File: src/rtl/flex_counter_ud.sv
// Parametrised up/down counter with load, wrap/saturate mode
// and registered terminal, zero, wrap and saturation status.
module flex_counter_ud #(
    parameter int NUM_CNT_BITS = 4,
    parameter bit SATURATE     = 1'b0
) (
    input  logic                    clk,
    input  logic                    n_rst,
    input  logic                    clear,
    input  logic                    load,
    input  logic [NUM_CNT_BITS-1:0] load_val,
    input  logic                    count_enable,
    input  logic                    count_up,
    input  logic [NUM_CNT_BITS-1:0] rollover_val,
    output logic [NUM_CNT_BITS-1:0] count_out,
    output logic                    rollover_flag,
    output logic                    zero_flag,
    output logic                    wrap_pulse,
    output logic                    sat_flag
);

    localparam logic [NUM_CNT_BITS-1:0] ZERO = '0;
    localparam logic [NUM_CNT_BITS-1:0] ONE  = NUM_CNT_BITS'(1);

    logic [NUM_CNT_BITS-1:0] r_count;
    logic                    r_roll;
    logic                    r_zero;
    logic                    r_wrap;
    logic                    r_sat;

    logic [NUM_CNT_BITS-1:0] w_next;
    logic                    w_wrap;
    logic                    w_sat;
    logic                    w_at_top;
    logic                    w_above;

    assign w_at_top = (r_count >= rollover_val);
    assign w_above  = (r_count > rollover_val);

    // Limit checks come first so +1/-1 can never overflow the register.
    always_comb begin
        w_next = r_count;
        w_wrap = 1'b0;
        w_sat  = 1'b0;
        if (clear) begin
            w_next = ZERO;
        end else if (load) begin
            w_next = load_val;
        end else if (count_enable) begin
            if (rollover_val == ZERO) begin
                w_next = ZERO;
            end else if (count_up) begin
                if (!w_at_top) begin
                    w_next = r_count + ONE;
                end else if (SATURATE) begin
                    w_next = rollover_val;
                    w_sat  = 1'b1;
                end else begin
                    w_next = ONE;
                    w_wrap = 1'b1;
                end
            end else begin
                if (w_above) begin
                    w_next = rollover_val;
                end else if (r_count != ZERO) begin
                    w_next = r_count - ONE;
                end else if (SATURATE) begin
                    w_next = ZERO;
                    w_sat  = 1'b1;
                end else begin
                    w_next = rollover_val;
                    w_wrap = 1'b1;
                end
            end
        end
    end

    always_ff @(posedge clk or negedge n_rst) begin
        if (!n_rst) begin
            r_count <= ZERO;
            r_roll  <= 1'b0;
            r_zero  <= 1'b1;
            r_wrap  <= 1'b0;
            r_sat   <= 1'b0;
        end else begin
            r_count <= w_next;
            r_roll  <= (w_next == rollover_val);
            r_zero  <= (w_next == ZERO);
            r_wrap  <= w_wrap;
            r_sat   <= w_sat;
        end
    end

    assign count_out     = r_count;
    assign rollover_flag = r_roll;
    assign zero_flag     = r_zero;
    assign wrap_pulse    = r_wrap;
    assign sat_flag      = r_sat;

endmodule

File: config.mk
export PLATFORM = sky130hd
export DESIGN_NAME = flex_counter_ud
export DESIGN_NICKNAME = d
export VERILOG_FILES = /design/src/rtl/flex_counter_ud.sv
export SDC_FILE = /design/constraint.sdc
export NUM_CORES = 1
export LEC_CHECK = 0
export CORE_MARGIN = 2
export CORE_UTILIZATION = 45
export CTS_CLUSTER_SIZE = 28
export DETAILED_ROUTE_END_ITERATION = 16
export GPL_ROUTABILITY_DRIVEN = 0
export PLACE_DENSITY = 0.72
export SLEW_MARGIN = 10
export SYNTH_ARGS = -nofsm -noshare
export SYNTH_HDL_FRONTEND = slang
export SYNTH_SLANG_ARGS = --single-unit
File: constraint.sdc
create_clock -name clk -period 2.7 [get_ports clk]
set_clock_uncertainty 0.05 [all_clocks]
set_input_delay 0.405 -clock clk [delete_from_list [all_inputs] [get_ports clk]]
set_output_delay 0.405 -clock clk [all_outputs]
set_load 0.03 [all_outputs]
==> flow_summary_export.csv <==
group,metric,value,unit
outcome,outcome,"finished, final reports clean",
clock_tree,clk_path_buf_depth,2,
clock_tree,cts.sinks,7,
clock_tree,numCtsBuffers,3,
grt,grt_max_degree,11,
critical_path,reg2reg_slack,0.12,ns
grt,grt_pass1_wl,5070,µm
synthesis,async_flop_share,100,%
critical_path,critPathCapture,"rollover_flag",
critical_path,reg2reg_to,"rollover_flag",
timing,setup_viol,0,
synthesis,syn-instance-count,132,
timing,fin_crit,2.62,ns
clock_tree,clkTransAtPathRegs,0.05,ns
job,cap_violations,0,
clock_tree,insertion_delay,0.25,ns
timing,fmax,382,MHz
final_layout,layout.nets,198,
synthesis,yosysSeqAreaShare,16.5,%
synthesis,syn_area_per_cell,8.10,µm²
final_layout,final_cell_mix,"buf_4 (29), clkdlybuf4s50_1 (19), a21oi_1 (11)",
floorplanning,floorplan.die_area,2780,µm²
final_layout,num-fill-cells,187,
final_layout,multi_input_area,853,µm²
critical_path,endpoint_kind,"flop",
power,peakVddDrop,0.000237,V
timing,tns,0,ns
final_layout,drive_gt1_share,35.0,%
critical_path,r2r_start,"count_out[1]",
detailed_routing,wl_per_cell,16.4,µm
floorplanning,num_io_pins,22,
critical_path,arrival,2.75,ns
final_layout,final_cell_area,1550,µm²
detailed_routing,final_antenna_net_count,0,
floorplanning,row_count,17,
grt,grt_pass1_vias,1081,
timing,min_period_over_period,97.0,%
synthesis,yosys_warnings,0,
floorplanning,die_h,52.8,µm
hold_path,hold_class,"in2async",
place,place_area,1430,µm²
detailed_routing,vias,1267,
detailed_routing,routed_wl,3370,µm
critical_path,worstSetupStartpointType,"input port",
clock_tree,cts_max_level,1,
clock_tree,cts_root_buffer,"clkbuf_4",
final_layout,syn_to_final_growth,45.1,%
synthesis,synthDistinctLibCells,55,
final_layout,layout_commonest_cell,"buf_4",
detailed_routing,viasPerCell,6.18,
grt,antenna_found_initial,0,
place,dp_hpwl,2530,µm
grt,track_usage,24.9,%
floorplanning,die_w,52.8,µm
final_layout,seq_area,176,µm²
place,port_buffers,20,
synthesis,synth_seq_cells,7,
detailed_routing,drc_errors,0,
critical_path,cp_data_required_time,2.83,ns
timing,hold_viol_final,0,
clock_tree,cts_tree,"built",
synthesis,synth-edff-count,0,
power,cellPowerDensity,370,nW/µm²
critical_path,path_max_fanout,5,
timing,slew_violations,0,
floorplanning,start_util,47.9,%
floorplanning,coreArea,2230,µm²
grt,grt_overflow,0,
detailed_routing,drt_iter0_drc,50,
synthesis,synth_area,1070,µm²
critical_path,critPathKind,"in2reg",
final_layout,antenna_cells,0,
critical_path,startpoint,"rollover_val[2]",
power,power_leakage,0.682,nW
synthesis,synth_fp_nets,152,
critical_path,r2r_cells,8,
detailed_routing,first_pass_iters,4,
synthesis,synthFlopType,"dfrtp_1",
==> flip-flops by register name, summed over array words and instances, names as in the netlist <==
signal         flops
count_out          4
wrap_pulse         1
rollover_flag      1
zero_flag          1
==> cell type report <==
cell class / instances / area share, %
flip-flops and latches: 7 / 11.4
clock buffers: 4 / 1.69
well taps: 28 / 2.26
inverters: 11 / 2.66
repair buffers: 49 / 27.1
multi-input cells: 106 / 55.0
==> cells by family (layout without fill, tap and decap cells) <==
family,after synthesis,after routing,share of synthesized area [%]
fa+ha+maj,6,6,7.02
buf+inv,19,64,11.3
xor+xnor,2,2,1.64
mux,4,4,3.98
simple gates,45,45,24.1
compound gates,48,48,35.1
flops,7,7,16.5
other cells,1,1,0.351
==> stage by stage <==
| stage | power (mW) | utilization [%] | instances | hold slack, ns | worst slack [ns] |
|---|---|---|---|---|---|
| 6_report | 0.575 | 69.5 | 205 | 0.353 | 0.0800 |
| 4_1_cts | 0.552 | 66.9 | 203 | 0.349 | 0.00829 |
| 5_1_grt | 0.620 | 69.5 | 205 | 0.362 | -0.0246 |
| 3_5_place_dp | 0.438 | 63.9 | 199 | 0.626 | -0.344 |
| 2_1_floorplan | 0.317 | - | 132 | 0.0594 | 0.0556 |
| 3_3_place_gp | 0.433 | 63.9 | 199 | 0.622 | -0.256 |
==> power by group <==
group	internal, mW	switching [mW]	leakage [nW]
clock network	0.0564	0.0381	0.0150
logic	0.169	0.184	0.578
registers	0.117	0.0105	0.0896
total	0.342	0.233	0.682
==> how the worst min path moves through the flow <==
stage,end,from,cells past startpoint
3_5_place_dp,count_out[2],n_rst,1
3_3_place_gp,count_out[0],n_rst,1
5_1_grt,rollover_flag,n_rst,1
4_1_cts,count_out[2],n_rst,1
6_report,count_out[2],n_rst,1
2_1_floorplan,count_out[0],n_rst,0
==> worst max-delay path, cell delays in order <==
cell and delay, ns:
clkdlybuf4s50_1 0.49, inv_2 0.07, ha_4 0.24, buf_4 0.13, nand4_1 0.13, o21ai_4 0.10
buf_4 0.16, and4_2 0.22, a211oi_1 0.18, or4b_4 0.49, nor3_4 0.12
==> synthesized netlist by cell type, drive strengths merged, types with 2 or more instances <==
master	n	area [µm²]
a21oi	12	60.1
inv	11	41.3
nor2	11	41.3
nand2	7	26.3
dfrtp	6	150
ha	6	75.1
buf	5	48.8
o21ai	5	28.8
a21o	4	33.8
nand3	4	20.0
a2111oi	3	26.3
a211oi	3	22.5
clkbuf	3	31.3
nand4	3	18.8
nor3	3	20.0
nor4	3	18.8
a22oi	2	15.0
a31o	2	17.5
a31oi	2	27.5
and3	2	13.8
and4	2	18.8
mux2	2	22.5
mux2i	2	20.0
nor2b	2	12.5
o211ai	2	15.0
o21a	2	15.0
o31ai	2	15.0
or2b	2	16.3
or4b	2	23.8
xor2	2	17.5
==> routing by layer <==
layer | track usage, % | routed length [µm] | vias to the layer above
li1 | - | - | 592
met1 | 34.1 | 1430 | 600
met2 | 40.2 | 1640 | 65
met3 | 2.00 | 245 | 10
met4 | 9.40 | 48 | 0
met5 | 0 | 0 | -
==> timing repair <==
| action | 4_1_cts | 5_1_grt |
|---|---|---|
| gates resized for setup | 9 | 8 |
| setup endpoints to repair | 1 | 2 |
| hold buffers | 0 | 0 |
| pin swaps | 3 | 1 |
| cloned | 0 | 0 |
| setup buffers | 0 | 2 |
No activity file was read; power rests on OpenSTA's default activity.
